`config.mk`:
```
export PLATFORM = sky130hd
export DESIGN_NAME = rv32_mod_instruction_fetch
export DESIGN_NICKNAME = d
export VERILOG_FILES = /design/src/rtl/rv32_pkg.sv /design/src/rtl/rv32_mod_fetch_buffer.sv /design/src/rtl/rv32_mod_instruction_fetch.sv
export SDC_FILE = /design/constraint.sdc
export NUM_CORES = 1
export LEC_CHECK = 0
export ABC_AREA = 1
export BUFFER_PORTS_ARGS = -buffer_cell sky130_fd_sc_hd__buf_2
export CAP_MARGIN = 20
export CORE_UTILIZATION = 52
export CTS_BUF_LIST = sky130_fd_sc_hd__clkbuf_4
export DETAILED_ROUTE_END_ITERATION = 12
export HOLD_SLACK_MARGIN = 0.05
export PLACE_DENSITY = 0.78
export SYNTH_ARGS = -nofsm -noshare
export SYNTH_HDL_FRONTEND = slang
export SYNTH_SLANG_ARGS = --single-unit
```
`constraint.sdc`:
```
create_clock -name clk -period 3.19 [get_ports clk]
set_input_delay 0.638 -clock clk [delete_from_list [all_inputs] [get_ports clk]]
set_output_delay 0.638 -clock clk [all_outputs]
set_load 0.05 [all_outputs]
```
`src/rtl/rv32_pkg.sv`:
```
// Shared definitions for the RV32 fetch slice: reset vector, fetch FSM states,
// and the low-opcode pattern that marks a full 32-bit instruction.
package rv32_pkg;

  localparam logic [31:0] RESET_PC_DEFAULT = 32'h0000_0000;
  localparam logic [1:0]  FULL_LEN_OPCODE  = 2'b11;
  localparam int          FIFO_DEPTH       = 2;

  typedef enum logic {
    ST_FETCH,
    ST_DRAIN
  } fetch_state_e;

  function automatic logic isCompressed(input logic [15:0] half);
    return half[1:0] != FULL_LEN_OPCODE;
  endfunction

endpackage

```
`src/rtl/rv32_mod_fetch_buffer.sv`:
```
// Two-entry word FIFO between the instruction memory and the issue logic.
// Outputs are registered so a pushed word is visible one cycle after its response.
module rv32_mod_fetch_buffer
  import rv32_pkg::*;
(
  input  logic        clk,
  input  logic        rst_n,
  input  logic        i_push,
  input  logic [31:0] i_pushData,
  input  logic        i_pop,
  input  logic        i_flush,
  output logic [31:0] o_word0,
  output logic [15:0] o_word1Low,
  output logic [1:0]  o_count
);

  logic [31:0] r_word0;
  logic [31:0] r_word1;
  logic [1:0]  r_count;
  logic        w_doPop;
  logic        w_doPush;

  assign w_doPop  = i_pop && (r_count != 2'd0);
  assign w_doPush = i_push && ((r_count != 2'(FIFO_DEPTH)) || w_doPop);

  always_ff @(posedge clk or negedge rst_n) begin
    if (!rst_n) begin
      r_word0 <= '0;
      r_word1 <= '0;
      r_count <= '0;
    end else if (i_flush) begin
      r_count <= '0;
    end else begin
      case ({w_doPush, w_doPop})
        2'b10: begin
          if (r_count == 2'd0) r_word0 <= i_pushData;
          else                 r_word1 <= i_pushData;
          r_count <= r_count + 2'd1;
        end
        2'b01: begin
          r_word0 <= r_word1;
          r_count <= r_count - 2'd1;
        end
        2'b11: begin
          // Occupancy is unchanged; the new word lands behind whatever survives the pop.
          if (r_count == 2'd1) begin
            r_word0 <= i_pushData;
          end else begin
            r_word0 <= r_word1;
            r_word1 <= i_pushData;
          end
        end
        default: ;
      endcase
    end
  end

  assign o_word0    = r_word0;
  assign o_word1Low = r_word1[15:0];
  assign o_count    = r_count;

endmodule

```
`src/rtl/rv32_mod_instruction_fetch.sv`:
```
// RV32IC instruction fetch: prefetches up to two words, splits them into 16/32-bit
// instructions for the decoder, and drops stale responses after a redirect.
module rv32_mod_instruction_fetch
  import rv32_pkg::*;
#(
  parameter logic [31:0] RESET_PC = RESET_PC_DEFAULT
) (
  input  logic        clk,
  input  logic        rst_n,
  output logic        imem_req,
  output logic [31:0] imem_addr,
  input  logic        imem_gnt,
  input  logic        imem_rvalid,
  input  logic [31:0] imem_rdata,
  input  logic        redirect_valid,
  input  logic [31:0] redirect_pc,
  output logic        instr_valid,
  input  logic        instr_ready,
  output logic [31:0] instruction,
  output logic [31:0] instr_pc
);

  fetch_state_e r_state;
  fetch_state_e w_stateNext;
  logic [31:0]  r_pc;
  logic [29:0]  r_fetchWord;
  logic [1:0]   r_outstanding;
  logic [1:0]   r_dropCnt;
  logic         r_imemReq;

  logic [31:0]  w_word0;
  logic [15:0]  w_word1Low;
  logic [1:0]   w_count;
  logic [31:0]  w_redirPc;
  logic [15:0]  w_lowHalf;
  logic         w_upper;
  logic         w_isComp;
  logic [31:0]  w_instruction;
  logic         w_instrValid;
  logic         w_handshake;
  logic         w_leaveWord;
  logic [31:0]  w_pcNext;
  logic         w_grant;
  logic         w_rsp;
  logic         w_push;
  logic         w_pop;
  logic [1:0]   w_outNext;
  logic [1:0]   w_countNext;
  logic [1:0]   w_dropNext;
  logic         w_reqNext;

  rv32_mod_fetch_buffer u_buffer (
    .clk        (clk),
    .rst_n      (rst_n),
    .i_push     (w_push),
    .i_pushData (imem_rdata),
    .i_pop      (w_pop),
    .i_flush    (redirect_valid),
    .o_word0    (w_word0),
    .o_word1Low (w_word1Low),
    .o_count    (w_count)
  );

  assign w_redirPc = redirect_pc & 32'hFFFF_FFFE;

  // A 32-bit instruction starting in the upper half of word0 straddles into word1.
  always_comb begin
    w_upper      = r_pc[1];
    w_lowHalf    = w_upper ? w_word0[31:16] : w_word0[15:0];
    w_isComp     = isCompressed(w_lowHalf);
    if (w_isComp)     w_instruction = {16'h0000, w_lowHalf};
    else if (w_upper) w_instruction = {w_word1Low, w_word0[31:16]};
    else              w_instruction = w_word0;
    w_instrValid = (r_state == ST_FETCH) && (w_count != 2'd0) &&
                   (!w_upper || w_isComp || (w_count == 2'(FIFO_DEPTH)));
    w_handshake  = w_instrValid && instr_ready;
    w_leaveWord  = w_upper || !w_isComp;
    w_pcNext     = r_pc + (w_isComp ? 32'd2 : 32'd4);
  end

  always_comb begin
    w_grant   = r_imemReq && imem_gnt;
    w_rsp     = imem_rvalid && (r_outstanding != 2'd0);
    w_outNext = r_outstanding;
    case ({w_grant, w_rsp})
      2'b10:   if (r_outstanding != 2'(FIFO_DEPTH)) w_outNext = r_outstanding + 2'd1;
      2'b01:   w_outNext = r_outstanding - 2'd1;
      default: w_outNext = r_outstanding;
    endcase
    w_push = w_rsp && (r_dropCnt == 2'd0) && !redirect_valid;
    w_pop  = w_handshake && w_leaveWord && !redirect_valid;
    if (redirect_valid) w_countNext = 2'd0;
    else                w_countNext = w_count + {1'b0, w_push} - {1'b0, w_pop};
  end

  // Every request still in flight at a redirect belongs to the old stream.
  always_comb begin
    w_stateNext = r_state;
    w_dropNext  = r_dropCnt;
    if (redirect_valid) begin
      w_dropNext  = w_outNext;
      w_stateNext = (w_outNext != 2'd0) ? ST_DRAIN : ST_FETCH;
    end else if (r_state == ST_DRAIN) begin
      w_dropNext  = r_dropCnt - {1'b0, w_rsp};
      w_stateNext = (w_dropNext == 2'd0) ? ST_FETCH : ST_DRAIN;
    end
    w_reqNext = (w_stateNext == ST_FETCH) &&
                (({1'b0, w_countNext} + {1'b0, w_outNext}) < 3'(FIFO_DEPTH));
  end

  always_ff @(posedge clk or negedge rst_n) begin
    if (!rst_n) begin
      r_state       <= ST_FETCH;
      r_pc          <= {RESET_PC[31:1], 1'b0};
      r_fetchWord   <= RESET_PC[31:2];
      r_outstanding <= '0;
      r_dropCnt     <= '0;
      r_imemReq     <= 1'b0;
    end else begin
      r_state       <= w_stateNext;
      r_outstanding <= w_outNext;
      r_dropCnt     <= w_dropNext;
      r_imemReq     <= w_reqNext;
      if (redirect_valid) begin
        r_pc        <= w_redirPc;
        r_fetchWord <= w_redirPc[31:2];
      end else begin
        if (w_handshake) r_pc <= w_pcNext;
        if (w_grant)     r_fetchWord <= r_fetchWord + 30'd1;
      end
    end
  end

  assign imem_req    = r_imemReq;
  assign imem_addr   = {r_fetchWord, 2'b00};
  assign instr_valid = w_instrValid;
  assign instruction = w_instruction;
  assign instr_pc    = r_pc;

endmodule

```
==> results of run 1 <==
layer usage:
layer / GRT usage, % / up-vias / share of wire (%)
met4: 15.08 / 4 / 3.5
li1: - / 4419 / -
met2: 47.56 / 388 / 45
met1: 39.97 / 4103 / 43
met3: 6.515 / 63 / 7.9
met5: 0 / - / 0.12
kinds of logic after synthesis:
group                      count (synthesis)
and+or+nand+nor                          778
buffers and inverters                    238
AOI/OAI and AO/OA                        133
DFF                                      133
adders and majority gates                 17
xor gates and xnor gates                  15
other                                      1
through the flow:
step,setup slack [ps],hold WS [ps],utilization (%)
final,286.2,90.94,62.34
after global routing,99.11,123.7,62.31
after CTS,268.1,96.22,62.30
after detailed placement,308.3,494.0,60.31
after global placement,378.4,488.6,60.31
after floorplan,-411.9,342.4,-
layout make-up:
class	count	area (sq um)	area share, %
tap	216	270.3	2.700
inverter	189	719.4	7.187
clock inverter	14	183.9	1.837
clock buffer	18	135.1	1.350
timing repair buffer	179	967.2	9.661
multi-input combinational	946	4398	43.93
sequential	133	3329	33.26
antenna	3	7.507	0.07499
worst paths after layout:
kind	end	slack, ps	depth (start not counted)
worst max-delay path	imem_req$_DFF_PN0_	290	19
worst min-delay path	r_fetchWord[14]$_DFFE_PN0P_	90	1
worst min register to register	u_buffer.r_word1[17]$_DFFE_PN0P_	520	2
max in group asynchronous	u_buffer.o_word0[20]$_DFFE_PN0P_	2390	2
min in group clk	u_buffer.r_word1[7]$_DFFE_PN0P_	270	3
worst max register to register	imem_req$_DFF_PN0_	290	19
state kept, by name (all words and copies together), names as in the netlist:
name and flops:
u_buffer.o_word0 32, u_buffer.r_word1 32, instr_pc 31, r_fetchWord 30, r_dropCnt 2, r_outstanding 2, u_buffer.o_count 2, imem_req 1
r_state 1
power breakdown:
part	switching [uW]	total [uW]	leakage [uW]	internal, uW
Combinational	3050	4200	0.00347	1150
Sequential	520	2810	0.00163	2290
Clock	662	1290	0.000169	625
worst max-delay path: cells and delay by family (launching register included):
family                     cells  cell delay [ps]
buffers and inverters          4              280
and+or+nand+nor                8              760
AOI/OAI and AO/OA              2              180
adders and majority gates      4              930
DFF                            1              510
xor gates and xnor gates       1              150
cells in the mapped netlist, drive strengths merged, types with 8 or more instances:
master    n  area share [%]
o21ai    83             4.8
buf      36             2.6
ha       15             2.2
nand2   440              19
nand4     8            0.58
nor2    148             6.7
xor2     11             1.1
dfrtp   133              39
a21oi    29             1.7
nand3   175              10
clkbuf   13            0.57
inv     188             8.2
o211ai   12             1.0
==> summary.txt, run 1 <==
Status
  • Status: completed

Critical path
  • Crit. End Element: flip-flop
  • R2r startpoint: instr_pc[1]$_DFFE_PN0N_
  • CP cell instances: inv_4 -> nand2_1 -> o21ai_4 -> nand2_4 -> inv_4 -> ha_4 -> nand2_2 -> nand2_2 -> nor2_4 -> nand2_4 -> clkinv_4 -> ha_4 -> inv_2 -> ha_4 -> xor2_1 -> nor2_1 -> fa_1 -> or2_4 -> a21oi_2
  • Top cell by count, worst path: ha_4
  • WP data required: 3680 ps
  • Startpoint Class: flip-flop
  • CP peak stage delay: 510 ps
  • Worst Path Arrival: 3390 ps
  • CP Max Fanout: 6
  • Slowest cell on the critical path: dfrtp_2
  • Critical path type: flip-flop to flip-flop
  • CP Launch Point: instr_pc[1]$_DFFE_PN0N_

Floorplanning
  • Row cnt: 46
  • Die W: 130.8 microns
  • Ports: 168
  • Starting Density: 53.72%
  • Core area: 0.01606 sq mm
  • Area of the die: 0.01711 sq mm
  • Die height: 130.8 microns

Finish
  • Most frequent cells in the layout: 431 x nand2_1, 183 x inv_1, 175 x nand3_1, 162 x buf_2, 139 x nor2_1
  • # fillers: 1465
  • Share of cells above drive strength 1: 16.36%
  • Final instance area: 0.01001 sq mm
  • Commonest non-fill, non-tap cell in the layout: nand2_1
  • Post-layout net count: 1553
  • Area grow syn2layout: 16.06%
  • Finished Layout Cells: 1698

Clocking
  • CTS Sinks: 133
  • Post-CTS Setup Inserts: 0
  • Root Buffer: clkbuf_4
  • Clk Latency, worst-skew pair: 560 ps
  • Clock Pin Slew Worst Setup and Hold Paths: 120 ps
  • CTS buffer count: 17
  • Post_cts resized: 0
  • Max Buffers Root-to-Sink: 2
  • # hold bufs at CTS: 0
  • CTS tree: done
  • CTS H-tree lvls: 4

Routing
  • Vias/cell: 5.287
  • Via count: 8977
  • Routed len/inst: 14.73 microns
  • Routed Antenna Nets: 0
  • Detailed Route WL: 25.01 mm
  • Starting DRT DRC Count: 780
  • DRC errors left: 0
  • DR pass1 iterations: 6

Placed design
  • Area after DPL: 0.009684 sq mm
  • Cells after DPL: 1663
  • Post-DP HPWL: 18.31 mm
  • GPL Wtd Cong: 0.9535
  • IO buf count: 163

Logic synthesis
  • Synth Area per Inst: 6.560 sq um
  • Ys async rst share: 100.0%
  • Synth Flop Type: dfrtp_1
  • Synthesized instance count: 1315
  • Post-synthesis xor/xnor area fraction: 1.523%
  • Post-Synth Adder-Cell Area: 2.640%
  • Synth Area in Compound Gates: 8.297%
  • Yosys warns: 0
  • Post-synth EDFFs: 0
  • Largest family of logic cells by synthesized area: simple AND/OR/NAND/NOR gates
  • Multiplexer share of the synthesized area: 0%
  • Post-synthesis cell area: 0.008626 sq mm
  • Yosys cell types: 34
  • Sequential area share after synthesis: 38.58%
  • Yosys reg bits: 133
  • Post-Synth Simple-Gate Area: 37.48%

Global routing
  • GRT Overall Usage: 30.40%
  • Largest net degree at the start of global routing: 75
  • Grt ovf: 0
  • Vias in the first global route: 8099
  • Antenna violations before repair: 4
  • First-pass GRT wire length: 39.52 mm

Power
  • Leakage dissipation: 0.005266 uW
  • Pwr Density: 828.8 mW/mm^2
  • Design Power: 8297 uW
  • Peak supply drop: 0.8511 mV

STA
  • Peak Freq: 344.4 MHz
  • Slew HR: 51.16%
  • Final setup viols: 0
  • Final Hold Fails: 0
  • Final worst path period share: 91.03%
  • Clock skew: 15.26 ps
  • Final Max Slew Viols: 0
  • Unrepaired setup endpoints after global routing: false
  • Measured slew at the worst slew-check pin: 732.7 ps
  • Final TNS setup: 0 ps
  • Tmin final: 2904 ps

Worst hold path
  • Hold Crit Class: input pin to async pin

Run
  • Max cap viols: 0
(Power assumes the default switching activity.)
==> run 2: changes to the inputs <==
Settings changed: CORE_ASPECT_RATIO set to 0.75.
==> run 2 against run 1 <==
  * Setup slack got worse by 77 ps
  * Largest cell class unchanged
  * First-iteration DRC count increased by 14%
  * Combinational power about the same
  * Sequential power about the same
  * Die area about the same
  * Utilization decreased by 0.44 points
  * Final cell count decreased by 0.41%
  * Critical endpoint unchanged
==> summary.txt, run 2 (synthesis results as in run 1) <==
Floorplanning
  • Die W: 150.7 microns (+15%)
  • Ports: 168 (unchanged)
  • Core area: 0.01612 sq mm (+0.36%)
  • Row cnt: 40 (-13%)
  • Area of the die: 0.01711 sq mm (about the same)
  • Starting Density: 53.52% (-0.19 points)
  • Die height: 113.5 microns (-13%)

Power
  • Pwr Density: 825.3 mW/mm^2 (-0.41%)
  • Leakage dissipation: 0.005249 uW (-0.33%)
  • Design Power: 8233 uW (-0.76%)
  • Peak supply drop: 0.3280 mV (-61%)

Critical path
  • Worst r2r path cells: 19 (unchanged)
  • WP data required: 3700 ps (+20 ps)
  • R2r startpoint: instr_pc[1]$_DFFE_PN0N_
  • Slowest cell on the critical path: dfrtp_2
  • Reg2reg setup slack: 210 ps (-80 ps)
  • Top cell by count, worst path: ha_4
  • Startpoint Class: flip-flop
  • Critical path type: flip-flop to flip-flop
  • Crit. End Element: flip-flop
  • CP Max Fanout: 8 (+2)
  • CP peak stage delay: 530 ps (+20 ps)
  • Worst R2R End: imem_req$_DFF_PN0_
  • CP cell instances: inv_4 -> nand2_1 -> o21ai_4 -> nand2_4 -> inv_4 -> ha_4 -> nand2_2 -> nand2_2 -> nor2_4 -> nand2_4 -> clkinv_4 -> ha_4 -> inv_2 -> ha_4 -> xor2_1 -> nor2_1 -> fa_1 -> or2_4 -> a21oi_2
  • Worst Path Arrival: 3490 ps (+100 ps)

STA
  • Tmin final: 2981 ps (+77.34 ps)
  • Measured slew at the worst slew-check pin: 620.9 ps (-111.8 ps)
  • Final Max Slew Viols: 0 (unchanged)
  • Final Hold Fails: 0 (unchanged)
  • Setup ws final: 208.9 ps (-77.34 ps)
  • Slew HR: 58.56% (+7.4 points)
  • Clock skew: 26.67 ps (+11.41 ps)
  • Peak Freq: 335.4 MHz (-2.6%)
  • Final worst path period share: 93.45% (+2.4 points)
  • Unrepaired setup endpoints after global routing: false
  • Final setup viols: 0 (unchanged)

Status
  • Status: completed

Global routing
  • Antenna violations before repair: 1 (-3)
  • Vias in the first global route: 8081 (-0.22%)
  • GRT Overall Usage: 31.27% (+0.87 points)
  • Grt ovf: 0 (unchanged)
  • First-pass GRT wire length: 41.14 mm (+4.1%)
  • Largest net degree at the start of global routing: 55 (-27%)

Clocking
  • CTS buffer count: 17 (unchanged)
  • Max Buffers Root-to-Sink: 2 (unchanged)
  • CTS tree: done
  • CTS H-tree lvls: 4 (unchanged)
  • Clock Pin Slew Worst Setup and Hold Paths: 150 ps (+30 ps)
  • Clk Latency, worst-skew pair: 580 ps (+20 ps)
  • Root Buffer: clkbuf_4
  • CTS Sinks: 133 (unchanged)
  • Post_cts resized: 0 (unchanged)

Routing
  • DRC errors left: 0 (unchanged)
  • Routed Antenna Nets: 0 (unchanged)
  • Starting DRT DRC Count: 887 (+14%)
  • Detailed Route WL: 25.83 mm (+3.3%)
  • Vias/cell: 5.317 (+0.57%)
  • Routed len/inst: 15.27 microns (+3.7%)
  • DR pass1 iterations: 6 (unchanged)
  • Via count: 8991 (+0.16%)

Worst hold path
  • Hold Crit Start: imem_rdata[14]
  • Hold Crit Class: input pin to flip-flop
  • Hold Path Sink: u_buffer.r_word1[14]$_DFFE_PN0P_
  • WHS Path Cells: 3

Placed design
  • Place WS: 236.4 ps (-71.91 ps)
  • GPL Wtd Cong: 0.9576 (+0.43%)
  • IO buf count: 163 (unchanged)
  • Post-DP HPWL: 18.96 mm (+3.6%)

Finish
  • Share of cells above drive strength 1: 16.55% (+0.19 points)
  • Most frequent cells in the layout: 431 x nand2_1, 183 x inv_1, 175 x nand3_1, 162 x buf_2, 139 x nor2_1
  • Area grow syn2layout: 15.65%
  • Post-layout net count: 1554 (+0.064%)
  • Commonest non-fill, non-tap cell in the layout: nand2_1

Run
  • Max cap viols: 0 (unchanged)
[run 2: cell type report]
| class | instances | area (sq um) |
|---|---|---|
| repair buffers | 180 | 977.2 |
| multi-input cells | 946 | 4398 |
| clock inverters | 15 | 158.9 |
| clock buffers | 17 | 127.6 |
| inverters | 189 | 719.4 |
| flip-flops and latches | 133 | 3329 |
| diodes | 1 | 2.502 |
| well taps | 210 | 262.8 |
| fillers | 1524 | 6140 |
[run 2: worst max-delay path by stage]
stage / start / to / slack, ps / cells past startpoint
after global routing: instr_pc[1]$_DFFE_PN0N_ / imem_req$_DFF_PN0_ / 40 / 19
after CTS: instr_pc[1]$_DFFE_PN0N_ / imem_req$_DFF_PN0_ / 200 / 19
final: instr_pc[1]$_DFFE_PN0N_ / imem_req$_DFF_PN0_ / 210 / 19
after floorplan: instr_pc[1]$_DFFE_PN0N_ / imem_req$_DFF_PN0_ / -410 / 21
after detailed placement: instr_pc[1]$_DFFE_PN0N_ / imem_req$_DFF_PN0_ / 240 / 19
after global placement: instr_pc[1]$_DFFE_PN0N_ / imem_req$_DFF_PN0_ / 290 / 19
[run 2: report_power, final]
group	switching (uW)	leakage, uW	internal (uW)
Sequential	520	0.00163	2290
Clock	777	0.000148	420
Combinational	3070	0.00347	1160
[run 2: layer usage]
metal / part of all wire, % / vias up / track usage, %
li1: - / 4425 / -
met1: 47 / 4125 / 46.96
met2: 41 / 398 / 44.19
met3: 9.3 / 43 / 6.840
met4: 2.3 / 0 / 10.27
met5: 0 / - / 0
[run 2: stage by stage]
stage	area [sq um]	util [%]	hold slack, ps	instances	setup TNS, ps
floorplan	8735	-	342.4	1317	-411.9
global placement	9677	60.05	488.3	1657	0
detailed placement	9677	60.05	494.4	1657	0
CTS	9973	61.89	222.9	1690	0
global route	9976	61.90	231.5	1691	0
finish	9976	61.90	252.7	1691	0
[run 2: what timing repair did]
item                                   in CTS  in global routing
buffers inserted                            0                  0
endpoints found under the hold margin      52                  0
hold buffers                                1                  0
[run 2: worst max-delay path: cells and delay by family (launching register included)]
kind            cells  cell delay [ps]
compound gates      2              170
xor+xnor            1              150
fa+ha+maj           4              960
buf+inv             4              300
flops               1              530
simple gates        8              820
==> run 3: changes to the inputs <==
Settings changed: ABC_AREA 1 to unset, CORE_UTILIZATION 52 to 51, GPL_TIMING_DRIVEN set to 0.
==> run 3 against run 2 <==
  * Utilization grew 2.4 points
  * Non-clock buffer count grew 26
  * Global-route usage shrank 4.3 points
  * Clock-buffer cell count grew 1
  * Setup slack lost 99 ps
  * Combinational power shrank 22%
  * Sequential cell count is the same
  * Register-to-register slack lost 99 ps
==> summary.txt, run 3 <==
Logic synthesis
  • Post-synthesis xor/xnor area fraction: 6.410% (+4.9 points)
  • Synthesized instance count: 717 (-45%)
  • Ys async rst share: 100.0% (unchanged)
  • Synth Area per Inst: 10.29 sq um (+57%)
  • Ranking of synthesized cells by area: dfrtp_1 45%, mux2_2 7.8%, mux2_4 6.1%, nand2_1 4.6%, xnor2_1 4.2%
  • Post-synth EDFFs: 0 (unchanged)
  • Leading area contributor after synthesis: dfrtp_1
  • Yosys cell types: 48 (+41%)
  • Synth top cells by count: 133 x dfrtp_1, 91 x nand2_1, 65 x nor2_1, 51 x mux2_2, 40 x a31oi_1
  • Multiplexer share of the synthesized area: 16.60% (+17 points)
  • Post-synthesis cell area: 0.007378 sq mm (-14%)
  • Synth Flop Type: dfrtp_1
  • Most common cell in the netlist: dfrtp_1
  • Post-Synth Adder-Cell Area: 3.086% (+0.45 points)
  • Synth Area in Compound Gates: 7.275% (-1.0 points)
  • Sequential area share after synthesis: 45.11% (+6.5 points)
  • Yosys reg bits: 133 (unchanged)
  • Largest family of logic cells by synthesized area: simple AND/OR/NAND/NOR gates
  • Yosys warns: 0 (unchanged)
  • Area share of the largest cell type after synthesis: 45.11% (+6.5 points)
  • Post-Synth Simple-Gate Area: 17.50% (-20 points)

Clocking
  • Root Buffer: clkbuf_4
  • CTS H-tree lvls: 4 (unchanged)
  • Clk Latency, worst-skew pair: 550 ps (-30 ps)
  • Max Buffers Root-to-Sink: 2 (unchanged)
  • CTS Sinks: 133 (unchanged)
  • Clock Pin Slew Worst Setup and Hold Paths: 120 ps (-30 ps)
  • CTS buffer count: 17 (unchanged)
  • # hold bufs at CTS: 0 (-1)
  • CTS tree: done

STA
  • Peak Freq: 324.7 MHz (-3.2%)
  • Final TNS setup: 0 ps (unchanged)
  • Slew HR: 44.99% (-14 points)
  • Final Hold Fails: 0 (unchanged)
  • Measured slew at the worst slew-check pin: 825.1 ps (+204.2 ps)
  • Final Max Slew Viols: 0 (unchanged)
  • Final setup viols: 0 (unchanged)
  • Unrepaired setup endpoints after global routing: false
  • Clock skew: 16.47 ps (-10.20 ps)
  • Final worst path period share: 96.55% (+3.1 points)
  • Tmin final: 3080 ps (+98.86 ps)

Critical path
  • Worst Path Arrival: 3530 ps (+40 ps)
  • R2r startpoint: instr_pc[1]$_DFFE_PN0N_
  • Worst r2r path cells: 11 (-8)
  • CP Max Fanout: 11 (+3)
  • Worst R2R End: instr_pc[17]$_DFFE_PN0N_
  • Startpoint Class: flip-flop
  • Crit. End Element: flip-flop
  • Reg2reg setup slack: 110 ps (-100 ps)
  • Critical path type: flip-flop to flip-flop
  • WP data required: 3640 ps (-60 ps)

Floorplanning
  • Ports: 168 (unchanged)
  • Row cnt: 37 (-7.5%)
  • Starting Density: 52.95% (-0.58 points)
  • Die W: 140.9 microns (-6.5%)
  • Die height: 106.2 microns (-6.5%)
  • Core area: 0.01393 sq mm (-14%)
  • Area of the die: 0.01496 sq mm (-13%)

Routing
  • Vias/cell: 5.528 (+4.0%)
  • Routed len/inst: 17.31 microns (+13%)
  • Starting DRT DRC Count: 470 (-47%)
  • Via count: 6142 (-32%)
  • Routed Antenna Nets: 0 (unchanged)
  • Detailed Route WL: 19.23 mm (-26%)
  • DRC errors left: 0 (unchanged)
  • DR pass1 iterations: 5 (-1)

Finish
  • Finished Layout Cells: 1111 (-34%)
  • Share of cells above drive strength 1: 35.37% (+19 points)
  • Post-layout net count: 990 (-36%)
  • Most frequent cells in the layout: 175 x buf_2, 132 x dfrtp_1, 90 x nand2_1, 64 x nor2_1, 49 x mux2_2
  • Area grow syn2layout: 21.38%
  • N_diodes: 0 (-1)
  • Commonest non-fill, non-tap cell in the layout: buf_2

Global routing
  • First-pass GRT wire length: 31.06 mm (-25%)
  • Met1 Use GR: 39.11% (-7.9 points)
  • Grt ovf: 0 (unchanged)
  • GRT met2 Usage: 39.80% (-4.4 points)
  • Vias in the first global route: 6021 (-25%)
  • Antenna violations before repair: 0 (-1)
  • Busiest layer in global routing: met2
  • GRT Overall Usage: 26.98% (-4.3 points)
  • Global routing usage on met3: 6.216% (-0.62 points)
  • Largest net degree at the start of global routing: 69 (+25%)

Placed design
  • IO buf count: 162 (-0.61%)
  • GPL Wtd Cong: 0.9033 (-5.7%)
  • Cells after DPL: 1077 (-35%)
  • Post-DP HPWL: 14.13 mm (-25%)

Power
  • Pwr Density: 805.2 mW/mm^2 (-2.4%)
  • Leakage dissipation: 0.004160 uW (-21%)
  • Peak supply drop: 0.4001 mV (+22%)

Run
  • Max cap viols: 0 (unchanged)

Status
  • Status: completed

Worst hold path
  • Hold Crit Class: input pin to async pin
==> run 3: cell count changes after synthesis, sizes merged, moves of 13 or more <==
cell / change
nand2: -349
inv: -171
nand3: -155
nor2: -82
mux2: +81
o21ai: -66
a31oi: +38
xnor2: +31
mux2i: +20
nor4: +14
and3: +13
==> run 3: through the flow <==
step / area [sq um] / worst slack, ps / power [uW] / util, % / hold slack (ps)
after floorplan: 7512 / -70.27 / 5131 / - / 342.4
after detailed placement: 8601 / -236.8 / 5905 / 61.72 / 492.8
after global placement: 8567 / -631.5 / 5845 / 61.48 / 490.3
final: 8956 / 110.0 / 7211 / 64.27 / 70.10
after global routing: 8956 / 4.115 / 7609 / 64.27 / 61.96
after CTS: 8934 / 16.82 / 7211 / 64.11 / 51.06
==> run 3: where the power goes <==
group | switching, uW | internal, uW | leakage, uW | total (uW)
clock | 658 | 625 | 0.000165 | 1280
sequential | 432 | 2190 | 0.00157 | 2630
combinational | 2130 | 1170 | 0.00242 | 3300
total | 3220 | 3990 | 0.00416 | 7210
==> run 3: what timing repair did <==
| action | CTS | global route |
|---|---|---|
| pin swaps | 0 | 0 |
| buffers inserted | 1 | 1 |
| gates resized for setup | 3 | 2 |
| setup endpoints to repair | 2 | 11 |
==> run 3: worst max-delay path: stages (launching register included) <==
cell and delay [ps]:
dfrtp_2 430, clkbuf_8 160, mux2_4 240, nand2_8 80, clkbuf_16 190, ha_1 210
fa_1 390, nand4_1 180, clkbuf_1 530, nor4_1 130, xor2_1 160, mux2_2 270
==> run 3: area by class of cell <==
| class | count | area (sq um) |
|---|---|---|
| buffer | 41 | 254.0 |
| clock buffer | 18 | 135.1 |
| clock inverter | 14 | 182.7 |
| fill | 1143 | 4979 |
| inverter | 19 | 83.83 |
| multi-input combinational | 526 | 3861 |
| sequential | 133 | 3329 |
| tap | 195 | 244.0 |
| timing repair buffer | 165 | 865.8 |
==> run 3: kinds of logic after synthesis <==
| family | Yosys count |
|---|---|
| buffers and inverters | 60 |
| flip-flops | 133 |
| AO/OA/AOI/OAI | 87 |
| multiplexers | 101 |
| AND/OR/NAND/NOR | 264 |
| adder cells (fa/ha/maj) | 17 |
| other | 1 |
| XOR/XNOR | 54 |
==> run 3: worst max path at each step <==
stage / start / to / slack (ps) / cells after the start
finish: instr_pc[1]$_DFFE_PN0N_ / instr_pc[17]$_DFFE_PN0N_ / 110 / 11
global placement: rst_n / instr_pc[1]$_DFFE_PN0N_ / -630 / 1
detailed placement: instr_pc[1]$_DFFE_PN0N_ / imem_req$_DFF_PN0_ / -240 / 13
CTS: instr_pc[1]$_DFFE_PN0N_ / instr_valid / 20 / 9
global route: instr_pc[1]$_DFFE_PN0N_ / instr_pc[21]$_DFFE_PN0N_ / 4 / 11
floorplan: instr_pc[1]$_DFFE_PN0N_ / imem_req$_DFF_PN0_ / -70 / 15
==> run 3: routing by layer <==
| metal | vias up | share of wire [%] |
|---|---|---|
| met5 | - | 0 |
| met4 | 0 | 1.4 |
| met3 | 24 | 6.6 |
| met2 | 237 | 44 |
| met1 | 2993 | 48 |
| li1 | 2888 | - |
